**src/rtl/instr_fetch_buffer.sv**
```systemverilog
// instr_fetch_buffer: sequential instruction prefetch queue with redirect flush.
// Define IFB_FLUSH_COUNT_EN to add the saturating flush_count output.
module instr_fetch_buffer #(
    parameter int          DEPTH    = 4,
    parameter logic [31:0] RESET_PC = 32'h0000_0000
) (
    input  logic        clk,
    input  logic        rst_n,
    output logic        mem_req,
    output logic [31:0] mem_addr,
    input  logic        mem_ack,
    input  logic [31:0] mem_rdata,
    input  logic        redirect_valid,
    input  logic [31:0] redirect_pc,
    output logic        instr_valid,
    output logic [31:0] instr,
    output logic [31:0] instr_pc,
`ifdef IFB_FLUSH_COUNT_EN
    output logic [15:0] flush_count,
`endif
    input  logic        instr_ready
);
    localparam int AW = $clog2(DEPTH);
    localparam int CW = AW + 1;

    typedef enum logic [1:0] {IDLE, REQ, DRAIN} state_t;

    state_t          state_q, state_d;
    logic [31:0]     fetch_pc_q, fetch_pc_d, drain_addr_q, drain_addr_d;
    logic [AW-1:0]   rd_ptr_q, rd_ptr_d, wr_ptr_q, wr_ptr_d;
    logic [CW-1:0]   count_q, count_d;
    logic            mem_req_q, instr_valid_q;
    logic [31:0]     pc_mem  [DEPTH];
    logic [31:0]     ins_mem [DEPTH];
    logic            ack, push, pop, space;
    logic [31:0]     redir_pc;

    always_comb begin
        ack          = mem_req_q && mem_ack;
        redir_pc     = redirect_pc & ~32'h3;
        push         = state_q == REQ && ack && !redirect_valid;
        pop          = instr_valid_q && instr_ready && !redirect_valid;
        count_d      = redirect_valid ? '0 : count_q + CW'(push) - CW'(pop);
        rd_ptr_d     = redirect_valid ? '0 : rd_ptr_q + AW'(pop);
        wr_ptr_d     = redirect_valid ? '0 : wr_ptr_q + AW'(push);
        space        = count_d < CW'(DEPTH);
        fetch_pc_d   = redirect_valid ? redir_pc : push ? fetch_pc_q + 32'd4 : fetch_pc_q;
        // DRAIN keeps presenting the abandoned address until memory acknowledges it
        drain_addr_d = state_q == REQ ? fetch_pc_q : drain_addr_q;
        state_d      = state_q == IDLE ? ((redirect_valid || count_q < CW'(DEPTH)) ? REQ : IDLE) :
                       state_q == REQ  ? (ack ? ((redirect_valid || space) ? REQ : IDLE)
                                              : (redirect_valid ? DRAIN : REQ)) :
                                         (ack ? REQ : DRAIN);
    end

    always_ff @(posedge clk or negedge rst_n) begin
        if (!rst_n) begin
            state_q       <= IDLE;
            fetch_pc_q    <= RESET_PC;
            drain_addr_q  <= RESET_PC;
            rd_ptr_q      <= '0;
            wr_ptr_q      <= '0;
            count_q       <= '0;
            mem_req_q     <= 1'b0;
            instr_valid_q <= 1'b0;
        end else begin
            state_q       <= state_d;
            fetch_pc_q    <= fetch_pc_d;
            drain_addr_q  <= drain_addr_d;
            rd_ptr_q      <= rd_ptr_d;
            wr_ptr_q      <= wr_ptr_d;
            count_q       <= count_d;
            mem_req_q     <= state_d != IDLE;
            instr_valid_q <= count_d != '0;
        end
    end

    always_ff @(posedge clk) begin
        if (push) begin
            pc_mem[wr_ptr_q]  <= fetch_pc_q;
            ins_mem[wr_ptr_q] <= mem_rdata;
        end
    end

`ifdef IFB_FLUSH_COUNT_EN
    logic [15:0] flush_cnt_q, flush_cnt_d;

    always_comb flush_cnt_d = (redirect_valid && flush_cnt_q != 16'hFFFF) ? flush_cnt_q + 16'd1 : flush_cnt_q;

    always_ff @(posedge clk or negedge rst_n) begin
        if (!rst_n) flush_cnt_q <= '0;
        else        flush_cnt_q <= flush_cnt_d;
    end

    assign flush_count = flush_cnt_q;
`endif

    assign mem_req     = mem_req_q;
    assign mem_addr    = state_q == DRAIN ? drain_addr_q : fetch_pc_q;
    assign instr_valid = instr_valid_q;
    assign instr       = ins_mem[rd_ptr_q];
    assign instr_pc    = pc_mem[rd_ptr_q];
endmodule

```
**config.mk**
```make
export PLATFORM = sky130hd
export DESIGN_NAME = instr_fetch_buffer
export DESIGN_NICKNAME = d
export VERILOG_FILES = /design/src/rtl/instr_fetch_buffer.sv
export SDC_FILE = /design/constraint.sdc
export NUM_CORES = 1
export LEC_CHECK = 0
export CAP_MARGIN = 20
export CORE_MARGIN = 2
export CORE_UTILIZATION = 55
export CTS_CLUSTER_DIAMETER = 150
export CTS_CLUSTER_SIZE = 12
export DETAILED_ROUTE_END_ITERATION = 16
export PLACE_DENSITY = 0.8
export SETUP_SLACK_MARGIN = 0.02
export SLEW_MARGIN = 30
export SYNTH_ARGS = -nofsm -noshare
export SYNTH_HDL_FRONTEND = slang
export SYNTH_SLANG_ARGS = --single-unit
```
**constraint.sdc**
```tcl
create_clock -name clk -period 6.71 [get_ports clk]
set_input_delay 1.0065 -clock clk [delete_from_list [all_inputs] [get_ports clk]]
set_output_delay 1.0065 -clock clk [all_outputs]
set_load 0.02 [all_outputs]
```
# [After elaboration in Yosys (flattened, before gate mapping)]
# Memories as Yosys holds them, arrays and structs flattened.
# Index checks and enable logic that the tools add are counted.
[totals] reg_bits=75 mem_bits_rw=256 inputBits=69 word_cells=46 memories=2
[classes] n_addsub=5 magnitude_cmp=2 n_eq_ne=2 n_mux=15 n_reduce_logical=12
[memory_table] memory="ins_mem" words=4 width=32 rd=1 rd_ports_with_merged_regs=0 write_ports=1 line_no="34" rtl="logic [31:0] ins_mem [DEPTH];"
[memory_table] memory="pc_mem" words=4 width=32 rd=1 rd_ports_with_merged_regs=0 write_ports=1 line_no="33" rtl="logic [31:0] pc_mem [DEPTH];"
[ops] op="$mux W32" count=3
[ops] op="$add A32 B3 Y32 const B" count=1
[ops] op="$mux W2" count=7
[ops] op="$lt A3 B3 Y1 const B" count=2
[ops] op="$logic_and A1 B1 Y1" count=5
[ops] op="$add A2 B1 Y2" count=2
[ops] op="$mux W1" count=4
[ops] op="$reduce_bool A2 Y1" count=2
[ops] op="$add A3 B1 Y3" count=1
[ops] op="$mux W3" count=1
[ops] op="$reduce_bool A3 Y1" count=1
[ops] op="$sub A3 B1 Y3" count=1
[ops] op="$eq A2 B1 Y1 const B" count=1
[ops] op="$eq A2 B2 Y1 const B" count=1
[ops] op="$logic_not A2 Y1" count=1
[ops] op="$logic_or A1 B1 Y1" count=2
[ops] op="$logic_not A1 Y1" count=1

# [Depth between registers and ports, before layout]
[depth] ltp_word=13 depth_mapped=12

# [Worst setup path after synthesis]
# OpenSTA, ideal clock, no wires.
[synth_timing] path_kind="input to register" from="input redirect_valid" to="memory ins_mem[0][0], enable pin" setup_time_ps=558 t_arrival_ps=5713 slack_ps=439 stages=4 path_buffers=1 path_cell_list="clkbuf_1 nor2_1 inv_1 nor3_1"
[synth_via] elab_chain_len=4
[synth_lines] element="start: declaration" line_no="13" rtl="input logic redirect_valid,"
[synth_lines] element="$logic_not A1 Y1" line_no="41" rtl="push = state_q == REQ && ack && !redirect_valid;"
[synth_lines] element="$logic_and A1 B1 Y1" line_no="41"
[synth_lines] element="$mux W1" line_no="79" rtl="if (push) begin"
[synth_lines] element="$mux W1 (not written as such)" line_no="81" rtl="ins_mem[wr_ptr_q] <= mem_rdata;"
[synth_lines] element="end: declaration" line_no="34"
# Every way passes these cells.

# [Worst setup path in the final report]
[layout_timing] from="register rd_ptr_q[0]" to="output instr[13]"
[layout_via] elab_chain_len=1
[layout_lines] element="start: declaration" line_no="30" rtl="logic [AW-1:0] rd_ptr_q, rd_ptr_d, wr_ptr_q, wr_ptr_d;"
[layout_lines] element="start signal: assignment" line_no="70" rtl="rd_ptr_q <= rd_ptr_d;"
[layout_lines] element="$mem_v2 Z4 W32"
[layout_lines] element="end: declaration" line_no="16" rtl="output logic [31:0] instr,"
# Every way passes these cells.

==> flow_metrics.py <==
metrics = {
    "finish": {
        "fin_nets": 923,
        "fillCellCount": 1461,
        "syn_to_final_growth_pct": 22.2,
        "post_route_cells_drive_above_1_share_pct": 20.4,
        "seq_area_mm2": 0.00923,
        "fin_area_mm2": 0.0156,
        "multi_input_area_mm2": 0.00333,
        "antenna_cells": 0,
        "fin_util_pct": 68.6,
    },
    "global_routing": {
        "track_usage_pct": 20.7,
        "antenna_found_initial": 0,
        "globalRoute.totalOverflow": 0,
        "grt_max_degree": 72,
        "grt_pass1_vias": 7009,
        "grt_pass1_wl_um": 38500,
    },
    "sta": {
        "worst_clock_skew_ns": 0.0143,
        "slew_violations": 0,
        "tightest_slew_ns": 0.975,
        "setup_tns_ns": 0,
        "finalHoldViolCount": 0,
        "fmax_mhz": 234,
        "max-slew-margin-rel_pct": 35.0,
        "period_share_pct": 63.6,
        "setup_viol": 0,
        "period_needed_ns": 4.27,
        "rsz0062_at_grt": "no",
        "hold_ws_ns": 0.472,
    },
    "synth": {
        "synth.most_common_cell": "edfxtp_1",
        "synth.cells.most_frequent": "edfxtp_1, dfrtp_1, mux4_2",
        "yosysWarnings": 0,
        "yosysTopAreaCell": "edfxtp_1",
        "syn_inst": 680,
        "ys_seq_area_share_pct": 72.4,
        "synthTopCellsByArea": "edfxtp_1, dfrtp_1, mux4_2, mux2_2, xnor2_1",
        "synthArstFlopShare_pct": 22.3,
        "avgSynthCellArea_um2": 18.7,
        "synth_edf_count": 248,
        "netlist_area_mm2": 0.0127,
        "synth_top_area_share_pct": 58.5,
        "synth_seq_cells": 319,
        "synth_ff_type": "edfxtp_1",
        "ys_types": 41,
    },
    "place": {
        "placed_area_mm2": 0.0147,
        "port_buffers": 160,
        "place_congestion": 0.822,
        "hpwl_um": 15400,
    },
    "cts": {
        "htreeDepth": 1,
        "post-cts-setup-buffers": 0,
        "clk_path_buf_depth": 3,
        "cts_buffers": 30,
        "cts-root-buf": "clkbuf_16",
        "clkSinkCount": 319,
        "cts_tree": "done",
        "hold_buffers": 0,
        "clk_pin_slew_ns": 0.06,
        "cts.repair.resized": 0,
        "clk_latency_ns": 0.54,
    },
    "worst_setup_path": {
        "cp.arrival_ns": 3.26,
        "critPathCaptureType": "output pin",
        "critPathRequiredTime_ns": 5.70,
        "worstSetupPathType": "register to output pin",
        "crit_path_start_kind": "register",
        "reg2reg_slack_ns": 3.67,
        "path_max_fanout": 35,
    },
    "detailed_routing": {
        "firstDrtPassIters": 5,
        "drtIter0Drc": 457,
        "remaining_drc_errors": 0,
        "viasPerCell": 5.80,
        "num_vias": 6700,
        "wl_um": 25000,
        "wl_per_cell_um": 21.6,
        "postRouteAntennaNets": 0,
    },
    "power_and_ir_drop": {
        "swShare_pct": 25.6,
        "seqPwrFrac_pct": 50.0,
        "combPwrFrac_pct": 19.3,
        "p_sw_mw": 1.27,
        "powerDensity_mw_per_mm2": 318,
        "p_leak_nw": 5.29,
        "clockPowerShare_pct": 30.8,
        "p_int_mw": 3.69,
        "peakVddDrop_v": 0.000287,
    },
    "die": {
        "initial_core_util_pct": 56.1,
        "die_h_um": 156,
        "coreArea_mm2": 0.0227,
        "core.rowCount": 55,
        "ios": 167,
        "die_width_um": 156,
        "dieArea_mm2": 0.0244,
    },
    "job": {
        "maxCapViolCount": 0,
    },
    "hold_path": {
        "hp-class": "input port to async pin",
    },
    "status": {
        "status": "completed",
    },
}
worst max-delay path, stage by stage (launching register included):
cell and delay [ns]:
dfrtp_4 0.90, buf_4 0.62, mux4_2 0.59, clkdlybuf4s50_1 0.59
per-layer routing:
metal	vias to the layer above	GRT usage [%]	routed length (µm)	share of wire (%)
met4	0	5.72	514	2.1
li1	2971	-	-	-
met3	40	3.47	1920	7.7
met5	-	0	0	0
met2	269	35.1	12300	49
met1	3420	28.2	10200	41
power groups by stage:
stage          logic [mW]  clock network (mW)  registers (mW)
3_5_place_dp        0.961                   0            2.52
5_1_grt              1.01                1.64            2.50
6_report            0.954                1.52            2.47
3_3_place_gp        0.936                   0            2.49
4_1_cts             0.966                1.56            2.48
2_1_floorplan       0.596                   0            2.46
final timing paths:
| kind | endpoint | cells past startpoint | start |
|---|---|---|---|
| max | instr[13] | 3 | rd_ptr_q[0]$_DFF_PN0_ |
| max reg2reg | mem_req$_DFF_PN0_ | 12 | state_q[1]$_DFF_PN0_ |
| min | fetch_pc_q[28]$_DFFE_PN0N_ | 1 | rst_n |
| max in group asynchronous | rd_ptr_q[0]$_DFF_PN0_ | 1 | rst_n |
| min in group clk | drain_addr_q[4]$_DFFE_PN0N_ | 2 | drain_addr_q[4]$_DFFE_PN0N_ |
| min reg2reg | drain_addr_q[4]$_DFFE_PN0N_ | 2 | drain_addr_q[4]$_DFFE_PN0N_ |
per-stage QoR:
stage | total power [mW] | std cells | setup WS, ns
6_report | 4.95 | 1156 | 2.44
5_1_grt | 5.15 | 1156 | 2.20
4_1_cts | 5.00 | 1155 | 2.32
3_5_place_dp | 3.48 | 1100 | 2.61
3_3_place_gp | 3.43 | 1097 | 2.73
2_1_floorplan | 3.06 | 683 | 0.439
flip-flops by register name, indices dropped and copies added (netlist names):
signal        count
mem_req           1
pc_mem          120
state_q           2
fetch_pc_q       30
ins_mem         128
instr_valid       1
rd_ptr_q          2
count_q           3
wr_ptr_q          2
drain_addr_q     30
layout by cell type (no fill, tap or decap), types with 2 or more instances in the layout:
master	Yosys	final
a21oi_1	2	2
nand3_1	8	8
xnor2_1	26	26
dfrtp_1	71	69
clkbuf_16	0	31
and4_1	3	3
nor4_4	7	7
conb_1	1	4
o21ai_1	11	11
ha_1	5	5
nor3_1	11	10
mux2_2	49	49
nor2_1	9	7
inv_1	10	10
dfrtp_4	0	2
or2_2	3	3
mux4_2	62	62
clkbuf_1	17	23
buf_4	5	7
edfxtp_1	248	248
xor2_1	7	7
clkdlybuf4s50_1	0	158
nand4_4	2	2
buf_16	0	3
nor4_2	2	2
nor2b_1	4	4
nand4_1	3	3
o21ai_0	30	30
nor2_4	0	2
nand2_1	54	54
area by class of cell:
cell class	instances	area share, %
Clock buffer	54	5.54
Timing Repair Buffer	171	11.2
Clock inverter	1	0.0402
Inverter	10	0.241
Multi-Input combinational cell	316	21.4
Tap cell	285	2.29
Sequential cell	319	59.3
logic make-up after synthesis:
family / Yosys count / share of synthesized area [%]
xor gates and xnor gates: 33 / 2.27
DFF: 319 / 72.4
adders and majority gates: 6 / 0.648
AOI/OAI and AO/OA: 45 / 1.84
muxes: 112 / 15.4
buffers and inverters: 48 / 1.74
and+or+nand+nor: 116 / 5.71
other: 1 / 0.0294
No activity file was read; power rests on OpenSTA's default activity.
